===== src/rtl/snake_tile_renderer.sv =====
// Snake tile renderer: maps VGA pixel coordinates onto a 32x24 grid of 20x20 tiles
// and emits RRRGGGBB colour through a two-strobe pipeline with matching sync delay.
module snake_tile_renderer (
    input  logic       clock,
    input  logic       clear,
    input  logic       pixEn,
    input  logic       hSyncIn,
    input  logic       vSyncIn,
    input  logic       brightIn,
    input  logic [9:0] hCount,
    input  logic [9:0] vCount,
    output logic [9:0] rdAddr,
    input  logic [1:0] rdData,
    output logic       hSync,
    output logic       vSync,
    output logic [7:0] rgb,
    output logic       frameTick
);
    localparam logic [9:0] H_VISIBLE = 10'd640;
    localparam logic [9:0] V_VISIBLE = 10'd480;
    localparam logic [9:0] V_TICK    = 10'd480;
    localparam logic [4:0] TILE_LAST = 5'd19;
    localparam logic [4:0] ROW_LAST  = 5'd23;
    localparam logic [4:0] COL_LAST  = 5'd31;

    localparam logic [7:0] C_BLANK  = 8'h00;
    localparam logic [7:0] C_BODY   = 8'h1C;
    localparam logic [7:0] C_HEAD   = 8'hFC;
    localparam logic [7:0] C_FOOD   = 8'hE0;
    localparam logic [7:0] C_BORDER = 8'h92;

    // Tile position counters and frame state
    logic [4:0] r_hPix;
    logic [4:0] r_col;
    logic [4:0] r_vPix;
    logic [4:0] r_row;
    logic [4:0] r_frameCnt;
    logic       r_synced;

    // Pipeline registers
    logic [9:0] r_rdAddr_p1;
    logic       r_hs_p1;
    logic       r_vs_p1;
    logic       r_vld_p1;
    logic       r_bd_p1;
    logic       r_hs_p2;
    logic       r_vs_p2;
    logic [7:0] r_rgb_p2;

    logic       w_hZero;
    logic       w_vZero;
    logic       w_visible;
    logic       w_syncNow;
    logic       w_border;
    logic       w_tick;
    logic [4:0] w_hPix;
    logic [4:0] w_col;
    logic [4:0] w_vPix;
    logic [4:0] w_row;

    function automatic logic [7:0] tile_colour(input logic       vld,
                                               input logic       border,
                                               input logic [1:0] code,
                                               input logic       blinkOff);
        logic [7:0] c;
        if (!vld)
            c = C_BLANK;
        else if (border)
            c = C_BORDER;
        else begin
            case (code)
                2'd1:    c = C_BODY;
                2'd2:    c = C_HEAD;
                2'd3:    c = blinkOff ? C_BLANK : C_FOOD;
                default: c = C_BLANK;
            endcase
        end
        return c;
    endfunction

    assign w_hZero   = (hCount == 10'd0);
    assign w_vZero   = (vCount == 10'd0);
    assign w_visible = (hCount < H_VISIBLE) && (vCount < V_VISIBLE);
    // Tile indices are trusted only once a frame origin has been seen since reset
    assign w_syncNow = r_synced || (w_hZero && w_vZero);
    assign w_tick    = pixEn && !clear && w_hZero && (vCount == V_TICK);
    assign w_hPix    = w_hZero ? 5'd0 : r_hPix;
    assign w_col     = w_hZero ? 5'd0 : r_col;
    assign w_border  = (w_row == 5'd0) || (w_row == ROW_LAST) ||
                       (w_col == 5'd0) || (w_col == COL_LAST);

    // Row tracking advances once per line, at the hCount=0 pixel
    always_comb begin
        w_vPix = r_vPix;
        w_row  = r_row;
        if (w_hZero) begin
            if (w_vZero) begin
                w_vPix = 5'd0;
                w_row  = 5'd0;
            end else if (r_vPix == TILE_LAST) begin
                w_vPix = 5'd0;
                w_row  = r_row + 5'd1;
            end else begin
                w_vPix = r_vPix + 5'd1;
            end
        end
    end

    always_ff @(posedge clock) begin
        if (clear) begin
            r_hPix      <= '0;
            r_col       <= '0;
            r_vPix      <= '0;
            r_row       <= '0;
            r_frameCnt  <= '0;
            r_synced    <= 1'b0;
            r_rdAddr_p1 <= '0;
            r_hs_p1     <= 1'b1;
            r_vs_p1     <= 1'b1;
            r_vld_p1    <= 1'b0;
            r_bd_p1     <= 1'b0;
            r_hs_p2     <= 1'b1;
            r_vs_p2     <= 1'b1;
            r_rgb_p2    <= C_BLANK;
        end else if (pixEn) begin
            r_synced <= w_syncNow;
            if (w_hPix == TILE_LAST) begin
                r_hPix <= 5'd0;
                r_col  <= w_col + 5'd1;
            end else begin
                r_hPix <= w_hPix + 5'd1;
                r_col  <= w_col;
            end
            r_vPix <= w_vPix;
            r_row  <= w_row;
            if (w_tick)
                r_frameCnt <= r_frameCnt + 5'd1;

            // Stage 1: grid address and sideband capture
            r_rdAddr_p1 <= (w_visible && w_syncNow) ? {w_row, w_col} : 10'd0;
            r_hs_p1     <= hSyncIn;
            r_vs_p1     <= vSyncIn;
            r_vld_p1    <= brightIn && w_syncNow;
            r_bd_p1     <= w_border;

            // Stage 2: tile code resolved to colour
            r_hs_p2  <= r_hs_p1;
            r_vs_p2  <= r_vs_p1;
            r_rgb_p2 <= tile_colour(r_vld_p1, r_bd_p1, rdData, r_frameCnt[4]);
        end
    end

    assign rdAddr    = r_rdAddr_p1;
    assign hSync     = r_hs_p2;
    assign vSync     = r_vs_p2;
    assign rgb       = r_rgb_p2;
    assign frameTick = w_tick;

endmodule


===== config.mk =====
export PLATFORM = sky130hd
export DESIGN_NAME = snake_tile_renderer
export DESIGN_NICKNAME = d
export VERILOG_FILES = /design/src/rtl/snake_tile_renderer.sv
export SDC_FILE = /design/constraint.sdc
export NUM_CORES = 1
export LEC_CHECK = 0
export BUFFER_PORTS_ARGS = -buffer_cell sky130_fd_sc_hd__buf_2
export CAP_MARGIN = 40
export CORE_ASPECT_RATIO = 1.5
export CORE_MARGIN = 3
export CORE_UTILIZATION = 45
export CTS_CLUSTER_SIZE = 24
export DETAILED_ROUTE_END_ITERATION = 6
export GPL_ROUTABILITY_DRIVEN = 0
export PLACE_DENSITY = 0.72
export SKIP_CTS_REPAIR_TIMING = 1
export SLEW_MARGIN = 20
export SYNTH_ARGS = -nofsm -noshare
export SYNTH_HDL_FRONTEND = slang
export SYNTH_SLANG_ARGS = --single-unit

===== constraint.sdc =====
create_clock -name clock -period 3.6 [get_ports clock]
set_input_delay 0.72 -clock clock [delete_from_list [all_inputs] [get_ports clock]]
set_output_delay 0.72 -clock clock [all_outputs]
set_load 0.01 [all_outputs]

Word level (Yosys, flattened, before mapping):

Cells that the tools add are included.

* order comparisons: 2
* reductions and logical operators: 18
* equality and inequality tests: 8
* multiplexer cells: 14
* add/subtract/negate cells: 5

Operator list (number)
* two-way mux 5 bit: 9
* adder 5 x 1 -> 5 bit (second input constant): 5
* two-way mux 8 bit: 3
* case mux 8 bit (3 select lines): 1
* == test 5 bit (second input constant): 4
* zero test 10 bit: 2
* == test 10 x 9 -> 1 bit (second input constant): 1
* zero test 5 bit: 2
* < comparator 10 bit (second input constant): 1
* < comparator 10 x 9 -> 1 bit (second input constant): 1
* two-way mux 10 bit: 1
* logical AND 1 bit: 7
* == test 2 bit (second input constant): 2
* logical OR 1 bit: 4
* AND reduction 2 bit: 2
* == test 2 x 1 -> 1 bit (second input constant): 1
* zero test 1 bit: 1

* output and inout bits: 21
* register bits after elaboration: 50
* input bits: 28

Depth between registers and ports, before layout:

* depth in word-level cells: 8
* gate-level depth with buffers: 11

Worst setup path before layout:

No wires, ideal clock.

* path type: input-to-reg
* from: input port hCount[7]
* to: register r_col[3]
* arrival time: 2.696 ns
* stages on the path: 10
* path slack: 0.777 ns
* cell sequence: nor2_1 -> nand3_2 -> clkbuf_1 -> and2_1 -> ha_1 -> nand2_1 -> nor4b_1 -> nand4_1 -> xnor2_1 -> nor2_1

* cells in the longest elaborated chain, start to end: 4
* elaborated cells between the ends (all ways): 6
* classes of those cells: 1 x add/sub; 1 x eq/ne; 3 x mux; 1 x reduce/logical

Ends and longest elaborated chain
* start, declared: line 10 `input logic [9:0] hCount,`
* zero test 10 bit (*): line 81 `assign w_hZero = (hCount == 10'd0);`
* two-way mux 5 bit, on equally long branches: line 88, 87
* adder 5 x 1 -> 5 bit or == test 5 bit (tied branches): line 129, 127
* two-way mux 5 bit (*): line 127 `if (w_hPix == TILE_LAST) begin`
* end signal, assigned: line 129 `r_col <= w_col + 5'd1;`
* end signal, assigned: line 132 `r_col <= w_col;`
* end, declared: line 34 `logic [4:0] r_col;`

Every way passes the cells marked *; elsewhere a longest branch is shown, timed or not.
A chain may end at the register's enable or synchronous reset.

Worst setup path after layout:

* from: input port hCount[1]
* to: output port frameTick

* cells in the longest elaborated chain, start to end: 3

Ends and longest elaborated chain
* zero test 10 bit: line 81
* logical AND 1 bit (2 in a row): line 86 `assign w_tick = pixEn && !clear && w_hZero && (vCount == V_TICK);`
* end, declared: line 17 `output logic frameTick`

No other way between the ends.

==> flow_results.org <==
** Status
- Run status :: complete, no violations

** GRT
- Largest net degree at the start of global routing :: 41
- In the global route stage, met3 resource usage came out at 3.69%.
- The initial antenna violation count came to 0.
- The global routing stage identified its most utilized layer as met2.
- First-pass GRT wire length :: 8540 um
- Met2 Resource Use GR :: 30.2%
- Global routing used 17.7% of the available tracks across all layers.
- The number of global-route vias before repair came to roughly 1,900.
- Global routing used 21.7% of the available met1 tracks.
- GRT Residual Overflow :: 0

** Yosys
- Most instantiated flip-flop cell in the synthesis netlist :: sky130_fd_sc_hd__dfxtp_1
- Cell area after synthesis :: 2360 um2
- In the synthesized netlist, the number of instances is 275.
- Counting every net in the synthesized netlist gives 311.
- Mean instance size in the synthesized netlist :: 8.60 um2
- The biggest area contributor in the post-synthesis netlist is sky130_fd_sc_hd__dfxtp_1.
- Ys async rst share :: 0%
- Synth unique cells :: 48
- The synthesized design contains 0 enable-type register cells.
- Proportion of netlist area held by the largest area contributor :: a little under 40%
- Part of the Yosys area used for sequential elements :: slightly below 40%
- The Yosys step of the flow raised 0 warnings.
- After synthesis the netlist holds a flip-flop and latch count of 47.
- In the post-synthesis netlist, the biggest area contributors are sky130_fd_sc_hd__dfxtp_1, sky130_fd_sc_hd__nor2_1, sky130_fd_sc_hd__nand2_1.

** Clocking
- The tree is rooted in a sky130_fd_sc_hd__clkbuf_8.
- TritonCTS built the clock tree.
- Number of CTS-inserted buffers :: 5
- At the later pin of the worst-skew pair, clock insertion delay measures 300 ps.
- The clock passes through at most 2 buffers.
- Clock tree synthesis found a total of 47 sinks.
- Total number of H-tree levels :: 2
- Clock-pin slew of the registers on the worst-case setup and hold paths :: 80 ps

** Routing
- Number of DRC violations after detailed-routing iteration 0 :: 82
- The detailed router placed 2,041 vias in this run.
- DRT antenna net count :: 0
- Post-route DRC violation count :: 0
- Average via count per standard cell :: approximately 5.3
- Dividing the detail-routed wire length by the instance count gives 13.3 um.
- Wirelength, routed :: 5140 um
- The first detailed-routing pass took 4 iterations.

** Power
- Leakage :: 1.11 nW
- The design draws 0.000931 W.
- Peak VDD IR :: 0.286 mV
- Ratio of total power to cell area :: ~340 nW/um2

** Worst setup path
- The number of cells on the worst reg-to-reg path is 7.
- Cell mode on critical path :: sky130_fd_sc_hd__buf_2
- CP bufs+invs :: 2
- The critical path goes through buf_2 -> nor4_2 -> nand4_2 -> nor4_4 -> buf_2.
- Along the worst path, the maximum fanout reaches 9.
- In this run the worst setup path begins at hCount[1].
- On the worst path, the slowest cell contributes a delay of ~480 ps.
- Reg-to-reg setup timing slack :: 1600 ps
- The most critical setup path has its endpoint at frameTick.
- In this run the critical register-to-register path is launched from r_vPix[0].
- Critical path capture point type :: output pin
- In this design, the largest share of critical-path delay is due to simple AND/OR/NAND/NOR gates.
- Category of the most critical setup path :: in2out
- Among all stages on the critical path, the largest delay is contributed by sky130_fd_sc_hd__nor4_4.
- STA classifies the critical path startpoint as a primary input.
- At the worst endpoint, the required time is 2880 ps.
- The worst register-to-register path ends at r_bd_p1.
- Worst path depth :: 5
- WP data arrival :: 2280 ps

** Die
- Full die area :: between 6000 and 7000 um2
- In this run the standard cell core region covers 4960 um2.
- Measured along the x axis, the die boundary spans 65.2 um.
- During I/O placement, the number of pins put on the boundary was around 50.
- Floorplan row count :: 31
- Initial core utilization :: 47.6%
- The die is 94.8 um tall.

** Place
- Port-buffer cells :: 47
- Detailed-placement wirelength estimate :: about 3800 um

** Cells and area
- Total number of nets in the final design :: 354
- At the end of the flow the core is filled with cells to 55.1%.
- The repair_antennas step left the layout with diodes totalling 0.
- Layout cell share with drive strength beyond 1 :: 22.3%
- Area Overhead vs Synth :: 15.6%

** STA
- The max-slew violation count came to 0.
- Min Hold Slack :: 463 ps
- Unrepaired setup endpoints after global routing :: no
- After routing, the total negative slack on setup checks comes to 0 ps.
- Share of the cycle needed by the critical path after routing :: 83.3%
- Final min period :: 3000 ps
- The final count of hold timing violations came to 0.
- Across the routed clock network, the largest skew measured is 3.41 ps.
- Setup violations remaining at the end of the flow were counted as 0.
- Max Clk Rate :: 333 MHz

** Worst hold path
- The worst hold path belongs to the class reg2reg.

** Job
- Across the run, the number of max-cap violations was 0.
## state kept, by name, indices dropped and copies added, names as in the netlist, 5 cells and up
| signal | cells |
|---|---|
| r_col | 5 |
| r_frameCnt | 5 |
| r_hPix | 5 |
| r_row | 5 |
| r_vPix | 5 |
| rdAddr | 10 |
| rgb | 5 |
## power by group
group          internal (W)  leakage [nW]  total (W)  switching, W
Clock              0.000175        0.0515   0.000344      0.000168
Sequential         0.000524         0.380   0.000528    0.00000339
Combinational     0.0000239         0.678  0.0000598     0.0000358
Total              0.000723          1.11   0.000931      0.000207
## cells in the final DEF (no fill, tap or decap), types with 3 or more instances in the layout
cell | netlist | routed
sky130_fd_sc_hd__mux2i_1 | 8 | 8
sky130_fd_sc_hd__xor2_1 | 10 | 10
sky130_fd_sc_hd__nor2_1 | 39 | 39
sky130_fd_sc_hd__ha_1 | 8 | 8
sky130_fd_sc_hd__inv_1 | 9 | 9
sky130_fd_sc_hd__and2_1 | 4 | 4
sky130_fd_sc_hd__a22oi_1 | 8 | 8
sky130_fd_sc_hd__nand3b_1 | 3 | 3
sky130_fd_sc_hd__clkbuf_8 | 0 | 7
sky130_fd_sc_hd__nand2_1 | 28 | 28
sky130_fd_sc_hd__nor4b_1 | 5 | 5
sky130_fd_sc_hd__nor2b_1 | 3 | 3
sky130_fd_sc_hd__buf_4 | 3 | 3
sky130_fd_sc_hd__o21ai_0 | 12 | 12
sky130_fd_sc_hd__a21oi_1 | 17 | 17
sky130_fd_sc_hd__buf_2 | 1 | 47
sky130_fd_sc_hd__xnor2_1 | 5 | 5
sky130_fd_sc_hd__nand4_1 | 9 | 9
sky130_fd_sc_hd__dfxtp_1 | 47 | 47
sky130_fd_sc_hd__nor4_2 | 3 | 3
sky130_fd_sc_hd__nand3_1 | 7 | 7
## stage by stage
stage,std cells,cell area (um2),worst slack (ps)
6_report,385,2730,600
5_1_grt,385,2730,504
4_1_cts,384,2730,575
3_5_place_dp,376,2630,499
3_3_place_gp,376,2630,519
2_1_floorplan,275,2360,777
## cells in the mapped netlist (3+ instances only)
cell	n
sky130_fd_sc_hd__and2_1	4
sky130_fd_sc_hd__nor2_1	39
sky130_fd_sc_hd__xnor2_1	5
sky130_fd_sc_hd__nand3_1	7
sky130_fd_sc_hd__nor2b_1	3
sky130_fd_sc_hd__buf_1	3
sky130_fd_sc_hd__xor2_1	10
sky130_fd_sc_hd__a22oi_1	8
sky130_fd_sc_hd__nor4_2	3
sky130_fd_sc_hd__clkbuf_1	7
sky130_fd_sc_hd__nand2_1	28
sky130_fd_sc_hd__buf_4	3
sky130_fd_sc_hd__o21ai_0	12
sky130_fd_sc_hd__inv_1	9
sky130_fd_sc_hd__mux2i_1	8
sky130_fd_sc_hd__dfxtp_1	47
sky130_fd_sc_hd__nor4b_1	5
sky130_fd_sc_hd__nand4_1	9
sky130_fd_sc_hd__ha_1	8
sky130_fd_sc_hd__nand3b_1	3
sky130_fd_sc_hd__a21oi_1	17
## layout make-up
class	count	area [um2]
fillers	513	2230
multi-input cells	204	1310
flip-flops and latches	47	941
repair buffers	51	263
clock buffers	8	100
well taps	66	82.6
inverters	9	33.8
## routing by layer
| metal | vias to the layer above | wire (um) |
|---|---|---|
| met4 | 0 | 117 |
| li1 | 1061 | - |
| met5 | - | 0 |
| met2 | 43 | 2530 |
| met1 | 928 | 2300 |
| met3 | 9 | 187 |
## kinds of logic after synthesis
logic type | after synthesis | share of synthesized area (%)
AO/OA/AOI/OAI | 51 | 13.5
XOR/XNOR | 15 | 5.56
adder cells (fa/ha/maj) | 8 | 4.23
buffers and inverters | 24 | 4.66
flip-flops | 47 | 39.8
multiplexers | 8 | 3.39
other | 1 | 0.159
AND/OR/NAND/NOR | 121 | 28.7
## worst reg2reg max path, delay by kind of cell (launching register included)
kind                     cells  cell delay, ps
AO/OA/AOI/OAI                1             260
XOR/XNOR                     1             250
adder cells (fa/ha/maj)      1             230
flip-flops                   1             380
AND/OR/NAND/NOR              4             790
## worst min-delay path by stage
stage	start	endpoint	slack [ps]	cells after the start
detailed placement	rgb[4]	rgb[4]	450	2
global route	rgb[7]	rgb[7]	490	2
floorplan	r_hs_p1	r_hs_p1	440	2
CTS	rgb[4]	rgb[4]	470	2
global placement	rdAddr[8]	rdAddr[8]	450	2
finish	rgb[4]	rgb[4]	460	2
No activity file was read; power rests on OpenSTA's default activity.
